==> src/rtl/axi4lite_pkg.sv <==
// Shared AXI4-Lite slave definitions: response codes and FSM encodings.
// Imported by the register slave top and its register bank.
package axi4lite_pkg;

    localparam logic [1:0] RESP_OKAY   = 2'b00;
    localparam logic [1:0] RESP_SLVERR = 2'b10;

    typedef enum logic {
        W_IDLE,
        W_RESP
    } wr_state_t;

    typedef enum logic {
        R_IDLE,
        R_DATA
    } rd_state_t;

endpackage

==> src/rtl/axi4lite_reg_bank.sv <==
// NUM_REGS x DW register storage with one sync write port,
// a combinational read port (registered by the caller) and a flat export.
module axi4lite_reg_bank #(
    parameter int NUM_REGS = 12,
    parameter int DW       = 32,
    parameter int IDX_W    = 4
) (
    input  logic                   clk,
    input  logic                   rst,
    input  logic                   wr_en,
    input  logic [IDX_W-1:0]       wr_idx,
    input  logic [DW-1:0]          wr_data,
    input  logic [IDX_W-1:0]       rd_idx,
    output logic [DW-1:0]          rd_data,
    output logic [NUM_REGS*DW-1:0] regs_out
);

    logic [DW-1:0] mem [NUM_REGS];

    always_ff @(posedge clk) begin
        if (rst) begin
            for (int i = 0; i < NUM_REGS; i++) begin
                mem[i] <= '0;
            end
        end else if (wr_en) begin
            mem[wr_idx] <= wr_data;
        end
    end

    // Unimplemented indices read as zero.
    assign rd_data = (32'(rd_idx) < 32'(NUM_REGS)) ? mem[rd_idx] : '0;

    for (genvar k = 0; k < NUM_REGS; k++) begin : g_flat
        assign regs_out[k*DW +: DW] = mem[k];
    end

endmodule

==> src/rtl/axi4lite_slave_regs.sv <==
// AXI4-Lite register slave; independent write and read FSMs.
// Define AXI_SLV_ERR_RESP_EN to answer out-of-range accesses with SLVERR.
module axi4lite_slave_regs
    import axi4lite_pkg::*;
#(
    parameter int C_S_AXI_DATA_WIDTH = 32,
    parameter int C_S_AXI_ADDR_WIDTH = 6,
    parameter int NUM_REGS           = 12
) (
    input  logic                                   s_aclk,
    input  logic                                   s_areset,
    input  logic [C_S_AXI_ADDR_WIDTH-1:0]          s_awaddr,
    input  logic [2:0]                             s_awprot,
    input  logic                                   s_awvalid,
    output logic                                   s_awready,
    input  logic [C_S_AXI_DATA_WIDTH-1:0]          s_wdata,
    input  logic                                   s_wvalid,
    output logic                                   s_wready,
    output logic [1:0]                             s_bresp,
    output logic                                   s_bvalid,
    input  logic                                   s_bready,
    input  logic [C_S_AXI_ADDR_WIDTH-1:0]          s_araddr,
    input  logic [2:0]                             s_arprot,
    input  logic                                   s_arvalid,
    output logic                                   s_arready,
    output logic [C_S_AXI_DATA_WIDTH-1:0]          s_rdata,
    output logic [1:0]                             s_rresp,
    output logic                                   s_rvalid,
    input  logic                                   s_rready,
    output logic [NUM_REGS*C_S_AXI_DATA_WIDTH-1:0] regs_out
);

    localparam int IDX_W = C_S_AXI_ADDR_WIDTH - 2;
    localparam int DW    = C_S_AXI_DATA_WIDTH;

`ifdef AXI_SLV_ERR_RESP_EN
    localparam logic [1:0] OOR_RESP = RESP_SLVERR;
`else
    localparam logic [1:0] OOR_RESP = RESP_OKAY;
`endif

    wr_state_t        w_state, w_next;
    rd_state_t        r_state, r_next;
    logic             aw_held, w_held, aw_held_nx, w_held_nx;
    logic [IDX_W-1:0] aw_idx_q, wr_idx, rd_idx;
    logic [DW-1:0]    w_data_q, wr_data, rd_data, rdata_nx;
    logic             aw_hs, w_hs, b_hs, ar_hs, r_hs;
    logic             commit, wr_ok, rd_ok, wr_en;
    logic             awready_nx, wready_nx, arready_nx;
    logic             bvalid_nx, rvalid_nx;
    logic [1:0]       bresp_nx, rresp_nx;
    logic             unused;

    assign unused = ^{s_awprot, s_arprot, s_awaddr[1:0], s_araddr[1:0]};

    assign aw_hs = s_awvalid & s_awready;
    assign w_hs  = s_wvalid & s_wready;
    assign b_hs  = s_bvalid & s_bready;
    assign ar_hs = s_arvalid & s_arready;
    assign r_hs  = s_rvalid & s_rready;

    // A channel handshaking this cycle counts as held for the commit.
    assign wr_idx  = aw_held ? aw_idx_q : s_awaddr[C_S_AXI_ADDR_WIDTH-1:2];
    assign wr_data = w_held ? w_data_q : s_wdata;
    assign rd_idx  = s_araddr[C_S_AXI_ADDR_WIDTH-1:2];
    assign commit  = (w_state == W_IDLE) & (aw_held | aw_hs) & (w_held | w_hs);
    assign wr_ok   = 32'(wr_idx) < 32'(NUM_REGS);
    assign rd_ok   = 32'(rd_idx) < 32'(NUM_REGS);
    assign wr_en   = commit & wr_ok;

    always_comb begin
        w_next     = w_state;
        aw_held_nx = aw_held;
        w_held_nx  = w_held;
        bvalid_nx  = s_bvalid;
        bresp_nx   = s_bresp;
        unique case (w_state)
            W_IDLE: begin
                if (aw_hs) aw_held_nx = 1'b1;
                if (w_hs) w_held_nx = 1'b1;
                if (commit) begin
                    w_next    = W_RESP;
                    bvalid_nx = 1'b1;
                    bresp_nx  = wr_ok ? RESP_OKAY : OOR_RESP;
                end
            end
            W_RESP: begin
                if (b_hs) begin
                    w_next     = W_IDLE;
                    aw_held_nx = 1'b0;
                    w_held_nx  = 1'b0;
                    bvalid_nx  = 1'b0;
                end
            end
            default: ;
        endcase
        // Readies are registered from the next state, so none follows a valid.
        awready_nx = (w_next == W_IDLE) & ~aw_held_nx;
        wready_nx  = (w_next == W_IDLE) & ~w_held_nx;
    end

    always_comb begin
        r_next    = r_state;
        rvalid_nx = s_rvalid;
        rdata_nx  = s_rdata;
        rresp_nx  = s_rresp;
        unique case (r_state)
            R_IDLE: begin
                if (ar_hs) begin
                    r_next    = R_DATA;
                    rvalid_nx = 1'b1;
                    rdata_nx  = rd_data;
                    rresp_nx  = rd_ok ? RESP_OKAY : OOR_RESP;
                end
            end
            R_DATA: begin
                if (r_hs) begin
                    r_next    = R_IDLE;
                    rvalid_nx = 1'b0;
                end
            end
            default: ;
        endcase
        arready_nx = (r_next == R_IDLE);
    end

    always_ff @(posedge s_aclk) begin
        if (s_areset) begin
            w_state   <= W_IDLE;
            r_state   <= R_IDLE;
            aw_held   <= 1'b0;
            w_held    <= 1'b0;
            aw_idx_q  <= '0;
            w_data_q  <= '0;
            s_awready <= 1'b0;
            s_wready  <= 1'b0;
            s_bvalid  <= 1'b0;
            s_bresp   <= RESP_OKAY;
            s_arready <= 1'b0;
            s_rvalid  <= 1'b0;
            s_rdata   <= '0;
            s_rresp   <= RESP_OKAY;
        end else begin
            w_state   <= w_next;
            r_state   <= r_next;
            aw_held   <= aw_held_nx;
            w_held    <= w_held_nx;
            if (aw_hs) aw_idx_q <= s_awaddr[C_S_AXI_ADDR_WIDTH-1:2];
            if (w_hs) w_data_q <= s_wdata;
            s_awready <= awready_nx;
            s_wready  <= wready_nx;
            s_bvalid  <= bvalid_nx;
            s_bresp   <= bresp_nx;
            s_arready <= arready_nx;
            s_rvalid  <= rvalid_nx;
            s_rdata   <= rdata_nx;
            s_rresp   <= rresp_nx;
        end
    end

    axi4lite_reg_bank #(
        .NUM_REGS (NUM_REGS),
        .DW       (DW),
        .IDX_W    (IDX_W)
    ) u_bank (
        .clk      (s_aclk),
        .rst      (s_areset),
        .wr_en    (wr_en),
        .wr_idx   (wr_idx),
        .wr_data  (wr_data),
        .rd_idx   (rd_idx),
        .rd_data  (rd_data),
        .regs_out (regs_out)
    );

endmodule

==> config.mk <==
export PLATFORM = sky130hd
export DESIGN_NAME = axi4lite_slave_regs
export DESIGN_NICKNAME = d
export VERILOG_FILES = /design/src/rtl/axi4lite_pkg.sv /design/src/rtl/axi4lite_reg_bank.sv /design/src/rtl/axi4lite_slave_regs.sv
export SDC_FILE = /design/constraint.sdc
export NUM_CORES = 1
export LEC_CHECK = 0
export ABC_AREA = 0
export BUFFER_PORTS_ARGS = -buffer_cell sky130_fd_sc_hd__buf_2
export CORE_UTILIZATION = 35
export DETAILED_ROUTE_END_ITERATION = 8
export PLACE_DENSITY_LB_ADDON = 0.15
export SLEW_MARGIN = 0
export SYNTH_ARGS = -nofsm -noshare
export SYNTH_HDL_FRONTEND = slang
export SYNTH_SLANG_ARGS = --single-unit
==> constraint.sdc <==
create_clock -name s_aclk -period 7.8 [get_ports s_aclk]
set_clock_uncertainty 0.05 [all_clocks]
set_input_delay 0.39 -clock s_aclk [delete_from_list [all_inputs] [get_ports s_aclk]]
set_output_delay 0.39 -clock s_aclk [all_outputs]
set_load 0.01 [all_outputs]
==> reports/results.ini <==
[global_route]
grt_pass1_wl_mm = 101
grt_pass1_vias = 13900
antenna_found_initial = 1
overflow = 0
grt_start_max_net_pins = 64
grt_util_all_layers_pct = 25.2

[sta]
rsz0062_at_grt = no
hold_ws_ps = 46.3
setup_viol = 0
setup_tns_ps = 0
slew_headroom_pct = 16.6
fin_crit_ps = 4290
hold_viol_final = 0
tightest_slew_ps = 1220
slew_viol_final = 0
timing.final.crit_share_pct = 55.0
fmax_ghz = 0.233

[yosys]
synth_edf_count = 384
yosysUniqueCellTypes = 26
ys_seq_area_share_pct = 67.4
async_flop_share_pct = 0
yosysTopAreaCell = edfxtp_1
yosys_warnings = 0
synth_ff_type = edfxtp_1
syn_inst = 1456
synth_common_cells = nor2_1, edfxtp_1, mux2i_1
yosys.area.top_type_share_pct = 59.4
netlist_area_sq_um = 19400
ys_top_cells_by_area = edfxtp_1, dfxtp_1, nor2_1, mux4_2, mux2i_1
yosysMostFrequentCell = nor2_1
ys_ff_latch = 461
avgSynthCellArea_sq_um = 13.3

[drt]
drcViolationCount = 0
totalWireLength_mm = 72.3
vias = 14100
drtIter0Drc = 994
ant_nets = 0
wire_per_inst_microns = 26.8
firstDrtPassIters = 5
routed_via_density = 5.22

[die]
rows = 85
ios = 482
die_w_microns = 237
core_sq_um = 54300
fp.dieH_microns = 237
start_util_pct = 35.7
die-area_sq_um = 56400

[cells_and_area]
instances_no_fill = 2698
finalNetCount = 1971
layout-drive-gt1-share_pct = 34.4
syn2layout_area_growth_pct = 26.5

[clock_network]
numCtsBuffers = 52
cts_resized = 0
cts_buffer_depth = 3
clkSinkCount = 461
cts_tree = yes
clk_latency_ps = 600
htree_num_levels = 2
root_buffer = clkbuf_16
cts.reportedPaths.clkPinSlew_ps = 60

[setup_path]
crit_buf_inv = 1
r2r-end = u_bank.mem[4][23]
critPathRequiredTime_ps = 7980
crit_path_end = u_bank.mem[4][23]
critPathLaunch = w_held
critPathTopFamily = simple AND/OR/NAND/NOR gates
path_max_fanout = 34
reg2reg_depth = 5
cp-end-kind = flop
r2r-start = w_held
path_depth = 5
path_cells = a21oi_1 -> nor3_1 -> nand3_2 -> nand2b_2 -> buf_4
cpMaxStageDelayCell = nand3_2
max_stage_delay_ps = 920
arrival_ps = 4470
critical_path_class = flop to flop
reg2reg_slack_ps = 3510
startpoint_type = flop

[placed_design]
gp_congestion = 0.829
port-buffer-count = 467
numPlacedInstances = 2565
dp_hpwl_mm = 46.3

[power]
power_density_nw_per_um2 = 240
power_mw = 5.89
worst_ir_drop_vdd_mv = 0.155
cellLeakagePower_nw = 10.1

[worst_hold_path]
min_from = s_awaddr[3]
holdCritPathClass = input pin to flop

[run]
max-cap-violations = 0

[run_status]
outcome = finished, final reports clean

[cell families (layout without fill, tap and decap cells)]
family | Yosys count | in the layout | synth area share [%]
simple gates | 520 | 520 | 10.6
flops | 461 | 461 | 67.4
mux | 193 | 193 | 14.1
compound gates | 148 | 148 | 5.18
buf+inv | 133 | 632 | 2.75
other cells | 1 | 5 | 0.0193
[timing repair]
item,CTS,global route
hold buffers,34,0
hold endpoints to repair,34,0
endpoints found under the setup margin,0,0
buffers inserted,0,0
[through the flow]
stage / util, % / area [sq um] / setup slack (ps)
after floorplan: - / 19400 / 5170
after global placement: 41.4 / 22500 / 3610
after detailed placement: 41.4 / 22500 / 3500
after CTS: 45.2 / 24600 / 3470
after global routing: 45.2 / 24600 / 3210
final: 45.2 / 24600 / 3510
[metal layers]
| layer | global-route usage, % | share of wire [%] | vias up |
|---|---|---|---|
| met5 | 0 | 0 | - |
| met4 | 7.90 | 2.7 | 0 |
| met3 | 5.79 | 7.7 | 116 |
| met2 | 42.8 | 49 | 586 |
| met1 | 31.8 | 40 | 7180 |
| li1 | - | - | 6190 |
[registers in the layout, indices dropped and copies added (netlist names), 4 cells and up]
signal and cells:
aw_idx_q 4, u_bank.mem 384, w_data_q 32, s_rdata 32
[worst reg2reg max path, delay by kind of cell (launching register included)]
kind	cells	cell delay, ps
DFF	1	830
buffers and inverters	1	470
AOI/OAI and AO/OA	1	250
and+or+nand+nor	3	2300
[cells in the final DEF, fill, tap and decap left out, drive strengths merged, types with 17 or more instances in the layout]
cell         instances
dfxtp               77
buf                499
mux2i              129
a22o                32
o22a                32
dlygate4sd3         34
nand3               17
clkbuf              73
a21oi               47
nand2               76
mux4                64
nor2               396
clkinv              17
o21ai               35
edfxtp             384
[report_power, final]
part,total (mW),switching [mW],internal [mW]
Combinational,0.579,0.379,0.200
Sequential,2.84,0.0802,2.76
Clock,2.46,1.02,1.44
Total,5.89,1.48,4.40
[layout make-up]
cell class	count	area (sq um)
Clock buffer	72	1460
Clock inverter	26	245
Multi-Input combinational cell	865	5910
Tap cell	739	925
Sequential cell	461	13100
Timing Repair Buffer	534	2940
Fill cell	4936	29800
Antenna cell	1	2.50
[worst min-delay path by stage]
stage                   endpoint  slack (ps)  depth (start not counted)
global placement    w_data_q[29]         390                          2
detailed placement  w_data_q[14]         400                          2
CTS                  aw_idx_q[1]           6                          3
global route         aw_idx_q[1]          40                          3
floorplan            w_data_q[0]         390                          2
finish               aw_idx_q[1]          50                          3
Note: power is estimated with default switching activity, not from simulation.
